File: config.mk
export PLATFORM = sky130hd
export DESIGN_NAME = cr16_sequencer
export DESIGN_NICKNAME = d
export VERILOG_FILES = /design/src/rtl/cr16_sequencer.sv
export SDC_FILE = /design/constraint.sdc
export NUM_CORES = 1
export LEC_CHECK = 0
export CORE_AREA = 2 2 69 71
export DETAILED_ROUTE_END_ITERATION = 16
export DIE_AREA = 0 0 71 73
export GPL_TIMING_DRIVEN = 1
export PLACE_DENSITY_LB_ADDON = 0.15
export SYNTH_ARGS = -nofsm -noshare
export SYNTH_HDL_FRONTEND = slang
export SYNTH_SLANG_ARGS = --single-unit
export TNS_END_PERCENT = 10
File: constraint.sdc
create_clock -name I_CLK -period 3.3 [get_ports I_CLK]
set_input_delay 0.33 -clock I_CLK [delete_from_list [all_inputs] [get_ports I_CLK]]
set_output_delay 0.33 -clock I_CLK [all_outputs]
set_load 0.01 [all_outputs]
File: src/rtl/cr16_sequencer.sv
// CR16 fetch/decode/execute sequencer: drives the memory handshake, register-file and
// flag strobes, and the PC enable/select controls. Every output is a registered value.
module cr16_sequencer #(
  parameter int P_INSTR_WIDTH = 16,
  parameter int P_MEM_TIMEOUT = 255
) (
  input  logic                     I_CLK,
  input  logic                     I_RESET,
  input  logic                     I_HALT,
  input  logic [P_INSTR_WIDTH-1:0] I_MEM_RDATA,
  input  logic                     I_MEM_ACK,
  input  logic                     I_COND_TRUE,
  output logic                     O_MEM_REQ,
  output logic                     O_MEM_WE,
  output logic                     O_MEM_ADDR_SEL,
  output logic [P_INSTR_WIDTH-1:0] O_INSTR,
  output logic                     O_RF_WE,
  output logic [1:0]               O_RF_WDATA_SEL,
  output logic                     O_FLAGS_WE,
  output logic                     O_PC_ENABLE,
  output logic                     O_PC_ADDRESS_SELECT,
  output logic                     O_PC_ADDRESS_SELECT_INCREMENT,
  output logic                     O_PC_ADDRESS_SELECT_DISPLACE,
  output logic                     O_ERROR,
  output logic [2:0]               O_STATE
);

  localparam int CW = $clog2(P_MEM_TIMEOUT + 1);
  localparam logic [CW-1:0] LIMIT = CW'(P_MEM_TIMEOUT - 1);

  typedef enum logic [2:0] {
    S_FETCH     = 3'd0,
    S_DECODE    = 3'd1,
    S_EXECUTE   = 3'd2,
    S_MEM       = 3'd3,
    S_PC_UPDATE = 3'd4,
    S_ERROR     = 3'd7
  } state_t;

  typedef enum logic [3:0] {
    C_NOP, C_ALU, C_CMP, C_LOAD, C_STOR, C_JAL, C_JCOND, C_SCOND, C_BCOND
  } cls_t;

  function automatic cls_t decode(input logic [P_INSTR_WIDTH-1:0] ir);
    logic [3:0] op;
    logic [3:0] ext;
    cls_t       c;
    op  = ir[15:12];
    ext = ir[7:4];
    c   = C_ALU;
    if (ir == '0) c = C_NOP;
    else if (op == 4'h4) begin
      case (ext)
        4'h0:    c = C_LOAD;
        4'h4:    c = C_STOR;
        4'h8:    c = C_JAL;
        4'hC:    c = C_JCOND;
        4'hD:    c = C_SCOND;
        default: c = C_NOP;
      endcase
    end
    else if ((op == 4'h0 && ext == 4'hB) || op == 4'hB) c = C_CMP;
    else if (op == 4'hC) c = C_BCOND;
    return c;
  endfunction

  state_t                   state_q, state_d;
  cls_t                     cls_q, cls_d, dec;
  logic [P_INSTR_WIDTH-1:0] instr_q, instr_d;
  logic                     req_q, req_d, we_q, we_d, asel_q, asel_d;
  logic                     rf_we_q, rf_we_d, flags_we_q, flags_we_d, pc_en_q, pc_en_d;
  logic [1:0]               wsel_q, wsel_d;
  logic                     sel_q, sel_d, inc_q, inc_d, disp_q, disp_d;
  logic                     err_q, err_d, timeout;
  logic [CW-1:0]            cnt_q, cnt_d;

  always_ff @(posedge I_CLK or posedge I_RESET) begin
    if (I_RESET) begin
      state_q    <= S_FETCH;
      cls_q      <= C_NOP;
      instr_q    <= '0;
      req_q      <= 1'b0;
      we_q       <= 1'b0;
      asel_q     <= 1'b0;
      rf_we_q    <= 1'b0;
      wsel_q     <= '0;
      flags_we_q <= 1'b0;
      pc_en_q    <= 1'b0;
      sel_q      <= 1'b0;
      inc_q      <= 1'b0;
      disp_q     <= 1'b0;
      err_q      <= 1'b0;
      cnt_q      <= '0;
    end else begin
      state_q    <= state_d;
      cls_q      <= cls_d;
      instr_q    <= instr_d;
      req_q      <= req_d;
      we_q       <= we_d;
      asel_q     <= asel_d;
      rf_we_q    <= rf_we_d;
      wsel_q     <= wsel_d;
      flags_we_q <= flags_we_d;
      pc_en_q    <= pc_en_d;
      sel_q      <= sel_d;
      inc_q      <= inc_d;
      disp_q     <= disp_d;
      err_q      <= err_d;
      cnt_q      <= cnt_d;
    end
  end

  always_comb begin
    state_d    = state_q;
    cls_d      = cls_q;
    instr_d    = instr_q;
    req_d      = req_q;
    we_d       = we_q;
    asel_d     = asel_q;
    rf_we_d    = 1'b0;
    wsel_d     = '0;
    flags_we_d = 1'b0;
    pc_en_d    = 1'b0;
    sel_d      = sel_q;
    inc_d      = inc_q;
    disp_d     = disp_q;
    err_d      = err_q;
    cnt_d      = cnt_q;
    timeout    = 1'b0;
    dec        = decode(instr_q);

    // An ack in the limit cycle takes priority over the timeout.
    if (req_q) begin
      if (I_MEM_ACK)           cnt_d = '0;
      else if (cnt_q == LIMIT) timeout = 1'b1;
      else                     cnt_d = cnt_q + CW'(1);
    end

    case (state_q)
      S_FETCH: begin
        if (req_q) begin
          if (I_MEM_ACK) begin
            instr_d = I_MEM_RDATA;
            req_d   = 1'b0;
            state_d = S_DECODE;
          end
        end else if (!I_HALT) begin
          req_d  = 1'b1;
          we_d   = 1'b0;
          asel_d = 1'b0;
        end
      end
      S_DECODE: begin
        cls_d  = dec;
        sel_d  = 1'b0;
        inc_d  = 1'b0;
        disp_d = 1'b0;
        case (dec)
          C_JAL:   sel_d = 1'b1;
          C_JCOND: sel_d = I_COND_TRUE;
          C_BCOND: begin
            sel_d  = I_COND_TRUE;
            disp_d = I_COND_TRUE;
          end
          default: ;
        endcase
        if (dec == C_LOAD || dec == C_STOR) begin
          state_d = S_MEM;
          req_d   = 1'b1;
          we_d    = (dec == C_STOR);
          asel_d  = 1'b1;
        end else begin
          state_d = S_EXECUTE;
          case (dec)
            C_ALU: begin
              rf_we_d    = 1'b1;
              flags_we_d = 1'b1;
            end
            C_CMP:   flags_we_d = 1'b1;
            C_SCOND: begin
              rf_we_d = 1'b1;
              wsel_d  = 2'd3;
            end
            C_JAL: begin
              rf_we_d = 1'b1;
              wsel_d  = 2'd2;
            end
            default: ;
          endcase
        end
      end
      S_EXECUTE: begin
        state_d = S_PC_UPDATE;
        pc_en_d = 1'b1;
      end
      S_MEM: begin
        if (I_MEM_ACK) begin
          req_d   = 1'b0;
          we_d    = 1'b0;
          asel_d  = 1'b0;
          state_d = S_PC_UPDATE;
          pc_en_d = 1'b1;
          if (cls_q == C_LOAD) begin
            rf_we_d = 1'b1;
            wsel_d  = 2'd1;
          end
        end
      end
      S_PC_UPDATE: begin
        state_d = S_FETCH;
        sel_d   = 1'b0;
        inc_d   = 1'b0;
        disp_d  = 1'b0;
      end
      S_ERROR: begin
        req_d  = 1'b0;
        we_d   = 1'b0;
        asel_d = 1'b0;
        sel_d  = 1'b0;
        inc_d  = 1'b0;
        disp_d = 1'b0;
      end
      default: begin
        state_d = S_FETCH;
        req_d   = 1'b0;
      end
    endcase

    if (timeout) begin
      state_d    = S_ERROR;
      err_d      = 1'b1;
      req_d      = 1'b0;
      we_d       = 1'b0;
      asel_d     = 1'b0;
      rf_we_d    = 1'b0;
      wsel_d     = '0;
      flags_we_d = 1'b0;
      pc_en_d    = 1'b0;
      sel_d      = 1'b0;
      inc_d      = 1'b0;
      disp_d     = 1'b0;
    end
  end

  assign O_MEM_REQ                     = req_q;
  assign O_MEM_WE                      = we_q;
  assign O_MEM_ADDR_SEL                = asel_q;
  assign O_INSTR                       = instr_q;
  assign O_RF_WE                       = rf_we_q;
  assign O_RF_WDATA_SEL                = wsel_q;
  assign O_FLAGS_WE                    = flags_we_q;
  assign O_PC_ENABLE                   = pc_en_q;
  assign O_PC_ADDRESS_SELECT           = sel_q;
  assign O_PC_ADDRESS_SELECT_INCREMENT = inc_q;
  assign O_PC_ADDRESS_SELECT_DISPLACE  = disp_q;
  assign O_ERROR                       = err_q;
  assign O_STATE                       = state_q;

endmodule
# ---- Word level (Yosys, flattened, before mapping)
# Index checks and enable logic that the tools add are counted.
dict set report classes {
  muxes 57
  eq_ne 32
  n_div 0
  addsub 1
  n_shift 0
  magnitude_cmp 0
  n_mul 0
  n_reduce_logical 21
  n_bitwise 0
}
# operator n
set ops {}
lappend ops {{2-to-1 mux 1 bit} 33}
lappend ops {{case mux 3 bit (5 select lines)} 2}
lappend ops {{equality test 4 bit, second input constant} 7}
lappend ops {{equality test 4 x 3 -> 1 bit, second input constant} 6}
lappend ops {{!= test 3 bit, second input constant} 6}
lappend ops {{logical NOT 16 bit} 1}
lappend ops {{2-to-1 mux 4 bit} 4}
lappend ops {{2-to-1 mux 8 bit} 2}
lappend ops {{equality test 4 x 2 -> 1 bit, second input constant} 3}
lappend ops {{2-to-1 mux 3 bit} 4}
lappend ops {{case mux 1 bit (4 select lines)} 3}
lappend ops {{case mux 1 bit (2 select lines)} 5}
lappend ops {{adder 8 x 1 -> 8 bit, second input constant} 1}
lappend ops {{equality test 8 bit, second input constant} 1}
lappend ops {{logical NOT 4 bit} 2}
lappend ops {{case mux 2 bit (2 select lines)} 2}
lappend ops {{OR reduction 2 bit} 4}
lappend ops {{equality test 3 x 2 -> 1 bit, second input constant} 2}
lappend ops {{equality test 3 bit, second input constant} 2}
lappend ops {{AND reduction 3 bit} 2}
lappend ops {{OR reduction 3 bit} 2}
lappend ops {{AND reduction 5 bit} 1}
lappend ops {{nonzero test 5 bit} 1}
lappend ops {{equality test 4 x 1 -> 1 bit, second input constant} 1}
lappend ops {{other kinds (11)} 14}
dict set report word_totals {
  input_bits 21
  ramBits 0
  memories 0
  mem_bits_ro 0
  latch_bits 0
  elab_cells 126
  ff_bits 43
}

# ---- Longest topological paths before layout
# Gate-level depths: netlist of run 1.
dict set report depth {
  ltp_word 12
  ltp_mapped 8
}

# ---- Worst setup path after synthesis of run 1
# Ideal clock, no wire load.
dict set report synth_timing {
  path_type {flip-flop to flip-flop}
  from {reg instr_q[15], in the netlist O_INSTR[15]}
  to {reg we_q, in the netlist O_MEM_WE}
  setup_slack_ns 1.111
  arrival_time_ns 2.102
  stages_incl_launch_ff 9
  path_buffers 2
  cell_sequence {dfrtp_1 > buf_6 > nor2b_2 > a32o_2 > or2_1 > buf_6 > or4_4 > o211a_1 > a211oi_2}
}
dict set report synth_via {
  elab_chain_cells 10
  elab_cells_between_ends 19
  cone_classes {eq/ne (6); mux (7); reduce/logical (6)}
}
# element line_no
set synth_rtl {}
lappend synth_rtl {{start: declaration} 69} ;# logic [P_INSTR_WIDTH-1:0] instr_q, instr_d;
lappend synth_rtl {{start signal: assignment} 97} ;# instr_q <= instr_d;
lappend synth_rtl {{logical NOT 4 bit} 62} ;# else if ((op == 4'h0 && ext == 4'hB) || op == 4'hB) c = C_CMP;
lappend synth_rtl {{logical AND 1 bit} 62}
lappend synth_rtl {{logical OR 1 bit} 62}
lappend synth_rtl {{2-to-1 mux 4 bit} 62}
lappend synth_rtl {{2-to-1 mux 4 bit} 52} ;# else if (op == 4'h4) begin
lappend synth_rtl {{2-to-1 mux 4 bit (*)} 51} ;# if (ir == '0) c = C_NOP;
lappend synth_rtl {{equality test 4 x 3 -> 1 bit / equality test 4 x 2 -> 1 bit (equally long branches)} {167, 170}}
lappend synth_rtl {{2-to-1 mux 1 bit / logical OR 1 bit (equally long branches)} 167} ;# if (dec == C_LOAD || dec == C_STOR) begin
lappend synth_rtl {{case mux 1 bit (4 select lines) / != test 3 bit (equally long branches)} n/a}
lappend synth_rtl {{2-to-1 mux 1 bit / AND reduction 5 bit (equally long branches)} n/a}
lappend synth_rtl {{end signal: assignment} 99} ;# we_q <= we_d;
lappend synth_rtl {{end: declaration} 70} ;# logic req_q, req_d, we_q, we_d, asel_q, asel_d;
# Every way passes the cells marked *; elsewhere a longest branch is shown, timed or not. The select of a mux whose other input is x is not followed.
# A chain may end at the register's enable or synchronous reset.

# ---- Final worst setup path of run 1
# Ends and elaborated chain as after synthesis.

==> flow_summary_export.csv, run 1 <==
group,metric,value,unit
run_status,status,"completed",
power_and_ir_drop,swShare,0.366,
final_layout,mostFrequentLayoutCell,"clkdlybuf4s50_1",
setup_path,crit_path_start_kind,"flip-flop",
final_layout,design_area,2720,um2
sta,setup_slack,1020,ps
final_layout,final_cell_mix,"clkdlybuf4s50_1, dfrtp_1, nand2_1",
drt,drc,0,
sta,rsz0062_at_grt,"no",
sta,relSlewSlack,0.491,
power_and_ir_drop,power_density,835,nW/um2
final_layout,drive_gt1_frac,0.149,
final_layout,diodes,0,
power_and_ir_drop,p_switching,0.831,mW
setup_path,crit_path_end_kind,"flip-flop",
power_and_ir_drop,power_leakage,1.15,nW
die,die_h,73,um
yosys,synth_xor_area_frac,0.0294,
die,fp-row-count,25,
placed_design,dp_hpwl,3.19,mm
die,start_util,0.460,
yosys,yosysTopAreaCell,"dfrtp_1",
clocking,holdBufCountCts,0,
sta,clock_skew,7.99,ps
min_path,hp-class,"in2async",
final_layout,n_fill_cell,391,
final_layout,final_nets,270,
clocking,post_cts_resized,0,
yosys,ys_ff_latch,42,
sta,setup_viol,0,
die,num_io_pins,52,
clocking,clkSinkCount,42,
power_and_ir_drop,pwr-share-clk,0.176,
yosys,synth_top_family_by_area,"simple AND/OR/NAND/NOR gates",
yosys,syn_area_per_cell,10.5,um2
die,die_x,71,um
yosys,synth_nets,221,
placed_design,post-place-ws,721,ps
yosys,synth_top_area_share,0.504,
sta,tns,0,ps
clocking,numCtsBuffers,5,
drt,drt_pre_antenna_iters,4,
global_route,grtUsageTotal,0.196,
drt,wirelength,4.55,mm
clocking,htree_levels,2,
setup_path,crit_type,"reg2reg",
yosys,ys_warn_count,0,
global_route,grtUsageMet2,0.312,
drt,drt-initial-drc-count,123,
power_and_ir_drop,irDropWorstVdd,0.510,mV
setup_path,worstPathRequired,3520,ps
sta,tightestPinTransition,764,ps
global_route,grt_pass1_vias,1654,
yosys,syn_inst,198,
global_route,busiest_layer,"met2",
global_route,antenna_found_initial,0,
yosys,synth_cell_type_count,51,
power_and_ir_drop,p_seq_frac,0.401,
placed_design,port_buffers,50,
yosys,synth_mux_area_frac,0.0864,
yosys,synth_fa_ha_area_frac,0.0168,
sta,finalWorstPathRequiredPeriod,2280,ps
sta,slew_viol_final,0,
run,drv_cap,0,
sta,fmax,439,MHz
drt,post_drt_wl_per_cell,15.1,um
setup_path,cp_max_fo,10,
drt,drtAntennaViolNets,0,
sta,hold_violations,0,
final_layout,multi_input_area,950,um2
power_and_ir_drop,combPwrFrac,0.423,
global_route,grt_pass1_wl,7.99,mm
die,die_area,5180,um2
placed_design,dpl_cell_area,2610,um2
final_layout,seq_area,1050,um2
drt,vias,1672,
global_route,grt_overflow,0,
global_route,grtUsageMet3,0.0483,
power_and_ir_drop,p_int,1.44,mW
yosys,synth-async-reset-ratio,1.00,
die,core,4540,um2
clocking,clk_pin_slew,80,ps
placed_design,gp_congestion,0.820,
global_route,grt_max_degree,43,
clocking,post_cts_buffers,0,
global_route,grt_util_met1,0.265,
final_layout,syn_to_final_growth,30.4,%
drt,via_per_inst,5.54,
yosys,yosys-top-cells-area,"dfrtp_1, mux2_2, nand2_1, nor2_1, o21ai_0",
yosys,synthSimpleGateAreaFrac,0.203,
clocking,clk-insertion-delay-late,300,ps
yosys,synth_compound_area_frac,0.118,
yosys,synth_ff_type,"dfrtp_1",
yosys,synth_area,2090,um2
clocking,root_buffer,"clkbuf_8",
clocking,clockBufferDepth,2,
yosys,ys_seq_area_frac,0.504,
clocking,tritoncts,"yes",
yosys,synth_edf_count,0,
sta,period_share,0.691,
setup_path,arrival,2500,ps
[cell type report]
class	instances	share of cell area
Inverter	7	0.00966
Tap cell	54	0.0249
Clock buffer	5	0.0253
Timing Repair Buffer	52	0.190
Clock inverter	3	0.0147
Multi-Input combinational cell	139	0.349
Sequential cell	42	0.387
[cells in the mapped netlist (2+ instances only)]
| cell type | number |
|---|---|
| a21oi_1 | 5 |
| a31oi_1 | 5 |
| and2_1 | 2 |
| and3_1 | 3 |
| buf_2 | 2 |
| buf_6 | 2 |
| clkbuf_1 | 5 |
| dfrtp_1 | 42 |
| ha_1 | 2 |
| inv_1 | 6 |
| mux2_2 | 16 |
| nand2_1 | 19 |
| nand2b_1 | 3 |
| nand3_1 | 5 |
| nand4_1 | 4 |
| nor2_1 | 15 |
| nor3_1 | 7 |
| nor4_1 | 4 |
| o211ai_1 | 2 |
| o21ai_0 | 10 |
| o221ai_1 | 2 |
| or2_2 | 2 |
| or3_1 | 2 |
| xnor2_1 | 3 |
| xor2_1 | 4 |
[registers in the layout, indices dropped and copies added, names as in the netlist, 2 cells and up]
signal / count
O_RF_WDATA_SEL: 2
cls_q: 4
O_INSTR: 16
O_STATE: 3
cnt_q: 8
[through the flow]
stage | util | power, mW | std cells | hold slack [ps]
3_3_place_gp | 0.575 | 1.85 | 294 | 450
5_1_grt | 0.599 | 2.43 | 302 | 506
6_report | 0.599 | 2.27 | 302 | 456
4_1_cts | 0.599 | 2.29 | 302 | 467
3_5_place_dp | 0.575 | 1.87 | 294 | 455
2_1_floorplan | - | 1.45 | 198 | 443
[path summary, 6_finish.rpt]
check | cells past startpoint | slack, ps | start | to
min reg2reg | 1 | 470 | O_ERROR$_DFFE_PP0P_ | O_ERROR$_DFFE_PP0P_
max | 6 | 1020 | O_INSTR[15]$_DFFE_PP0P_ | O_MEM_WE$_DFFE_PP0P_
max in group asynchronous | 3 | 2470 | I_RESET | O_RF_WDATA_SEL[1]$_DFF_PP0_
min in group I_CLK | 1 | 470 | O_ERROR$_DFFE_PP0P_ | O_ERROR$_DFFE_PP0P_
min | 3 | 460 | I_RESET | cnt_q[3]$_DFFE_PP0P_
max reg2reg | 6 | 1020 | O_INSTR[15]$_DFFE_PP0P_ | O_MEM_WE$_DFFE_PP0P_
[metal layers]
layer	share of wire	up-vias
met5	0	-
met4	0.013	0
met3	0.046	7
met2	0.48	43
met1	0.46	813
li1	-	809
[logic make-up (layout without fill, tap and decap cells)]
| kind of cell | count (synthesis) | in the layout |
|---|---|---|
| other | 1 | 1 |
| AOI/OAI and AO/OA | 34 | 34 |
| adders and majority gates | 3 | 3 |
| and+or+nand+nor | 78 | 78 |
| xor gates and xnor gates | 7 | 7 |
| buffers and inverters | 17 | 67 |
| DFF | 42 | 42 |
| muxes | 16 | 16 |
[power groups by stage]
stage | logic, mW | registers (mW) | clock network (mW)
after global routing | 1.05 | 0.946 | 0.434
after floorplan | 0.538 | 0.910 | 0
after global placement | 0.945 | 0.909 | 0
final | 0.959 | 0.911 | 0.400
after CTS | 0.966 | 0.908 | 0.412
after detailed placement | 0.961 | 0.913 | 0
[worst max-delay path: stages (launching register included)]
cell and delay (ps):
dfrtp_1 530, and4b_1 250, a32o_2 250, or2_1 330, or4_4 530, o211a_1 130, a211oi_2 180
No activity file was read; power rests on OpenSTA's default activity.
==> inputs of run 2 (changes only) <==
Clock period 3.3 ns to 2.4 ns, I/O delays scaled along.
==> flow_summary_export.csv, run 2 (synthesis gave the netlist of run 1 again) <==
group,metric,value,unit
run_status,status,"completed",
clocking,clockBufferDepth,2,
final_layout,diodes,0,
power_and_ir_drop,power_leakage,1.18,nW
final_layout,largest_reg_flops,16,
sta,rsz0062_at_grt,"no",
drt,drt-initial-drc-count,67,
final_layout,final_nets,274,
setup_path,crit-reg2reg-launch,"O_INSTR[15]$_DFFE_PP0P_",
run,drv_cap,0,
drt,drc,0,
global_route,grt_max_degree,43,
sta,fmax,445,MHz
sta,tightestPinTransition,643,ps
clocking,clkSinkCount,42,
global_route,grtUsageTotal,0.189,
clocking,post_cts_buffers,0,
setup_path,rrSetupSlack,150,ps
final_layout,syn_to_final_growth,33.0,%
global_route,grt_pass1_vias,1647,
clocking,htree_levels,2,
sta,clock_skew,7.06,ps
clocking,root_buffer,"clkbuf_8",
setup_path,crit_family,"simple AND/OR/NAND/NOR gates",
placed_design,dp_hpwl,3.21,mm
placed_design,gp_congestion,0.805,
clocking,clk_pin_slew,80,ps
sta,period_share,0.937,
global_route,grt_overflow,0,
sta,tns,0,ps
drt,drtAntennaViolNets,0,
die,fp-row-count,25,
clocking,post_cts_resized,0,
global_route,grt_pass1_wl,7.70,mm
sta,setup_viol,0,
power_and_ir_drop,irDropWorstVdd,0.623,mV
setup_path,path_cells,"and4b_1 > a32o_2 > or2_1 > or4_4 > o211a_1 > a211oi_2",
sta,hold_violations,0,
drt,via_per_inst,5.36,
setup_path,path_buf_inv,0,
power_and_ir_drop,power,3.16,mW
sta,finalWorstPathRequiredPeriod,2250,ps
power_and_ir_drop,power_density,1140,nW/um2
setup_path,arrival,2470,ps
final_layout,final_cell_mix,"clkdlybuf4s50_1, dfrtp_1, nand2_1",
clocking,clk-insertion-delay-late,290,ps
setup_path,r2r-end,"O_MEM_WE$_DFFE_PP0P_",
die,start_util,0.460,
setup_path,cp_max_fo,10,
sta,hold_ws,378,ps
clocking,tritoncts,"yes",
final_layout,drive_gt1_frac,0.163,
setup_path,crit_type,"reg2reg",
setup_path,crit_path_start_kind,"flip-flop",
setup_path,critPathMaxStageDelay,540,ps
drt,vias,1641,
setup_path,worstPathRequired,2620,ps
final_layout,mostFrequentLayoutCell,"clkdlybuf4s50_1",
drt,post_drt_wl_per_cell,14.6,um
final_layout,final_core_util,0.612,
drt,drt_pre_antenna_iters,4,
placed_design,port_buffers,50,
global_route,antenna_found_initial,0,
die,die_x,71,um
sta,slew_viol_final,0,
die,die_area,5180,um2
setup_path,cpMaxStageDelayCell,"dfrtp_1",
clocking,numCtsBuffers,5,
setup_path,rr_worst_depth,6,
sta,relSlewSlack,0.568,
drt,wirelength,4.46,mm
min_path,hp-class,"in2async",
clocking,holdBufCountCts,0,
die,core,4540,um2
die,die_h,73,um
setup_path,crit_path_end_kind,"flip-flop",
die,num_io_pins,52,
## run 2: cell types whose count changed in the layout (fill, tap and decap cells not counted), sizes merged
| cell | previous run | this run |
|---|---|---|
| buf | 2 | 6 |
## run 2: per-layer routing
layer  GRT usage  routed length [um]  up-vias  part of all wire
li1            -                   -      815                 -
met1       0.244                2030      777              0.45
met2       0.316                2150       43              0.48
met3      0.0470                 224        6             0.050
met4      0.0566                  56        0             0.013
met5           0                   0        -                 0
## run 2: layout make-up
cell class	instances	area (um2)
Clock inverter	3	40.0
Timing Repair Buffer	56	558
Sequential cell	42	1050
Multi-Input combinational cell	139	962
Tap cell	54	67.6
Clock buffer	5	68.8
Inverter	7	26.3
Fill cell	380	1760
## run 2: worst register-to-register path, cell delays in order, from the launching register on
cell and delay (ps):
dfrtp_1 540, and4b_1 240, a32o_2 250, or2_1 330, or4_4 520, o211a_1 130
a211oi_2 180
## run 2: how the worst max path moves through the flow
| stage | start | to | cells past startpoint |
|---|---|---|---|
| 6_report | O_INSTR[15]$_DFFE_PP0P_ | O_MEM_WE$_DFFE_PP0P_ | 6 |
| 5_1_grt | O_INSTR[15]$_DFFE_PP0P_ | O_MEM_WE$_DFFE_PP0P_ | 6 |
| 4_1_cts | O_INSTR[7]$_DFFE_PP0P_ | O_MEM_WE$_DFFE_PP0P_ | 6 |
| 3_5_place_dp | O_INSTR[7]$_DFFE_PP0P_ | O_MEM_WE$_DFFE_PP0P_ | 6 |
| 3_3_place_gp | O_INSTR[15]$_DFFE_PP0P_ | O_MEM_WE$_DFFE_PP0P_ | 6 |
| 2_1_floorplan | O_INSTR[15]$_DFFE_PP0P_ | O_MEM_WE$_DFFE_PP0P_ | 8 |
## run 2: through the flow
stage                     cells  worst slack, ps  instance area [um2]
after global placement      298              233                 2650
after global routing        306             52.4                 2770
after floorplan             198              211                 2090
after detailed placement    298              180                 2650
final                       306              151                 2770
after CTS                   306              167                 2760
## run 2: where the power goes
part           leakage (nW)  switching [mW]  internal, mW  total [mW]
combinational         0.577           0.614         0.767        1.38
sequential            0.542           0.285         0.946        1.23
clock                0.0579           0.244         0.306       0.550
total                  1.18            1.14          2.02        3.16
==> inputs of run 3 (changes only) <==
Settings changed: CAP_MARGIN set to 20.
==> results of run 3 <==
Same layout as run 2: the final DEF is identical, and so are final timing and power.
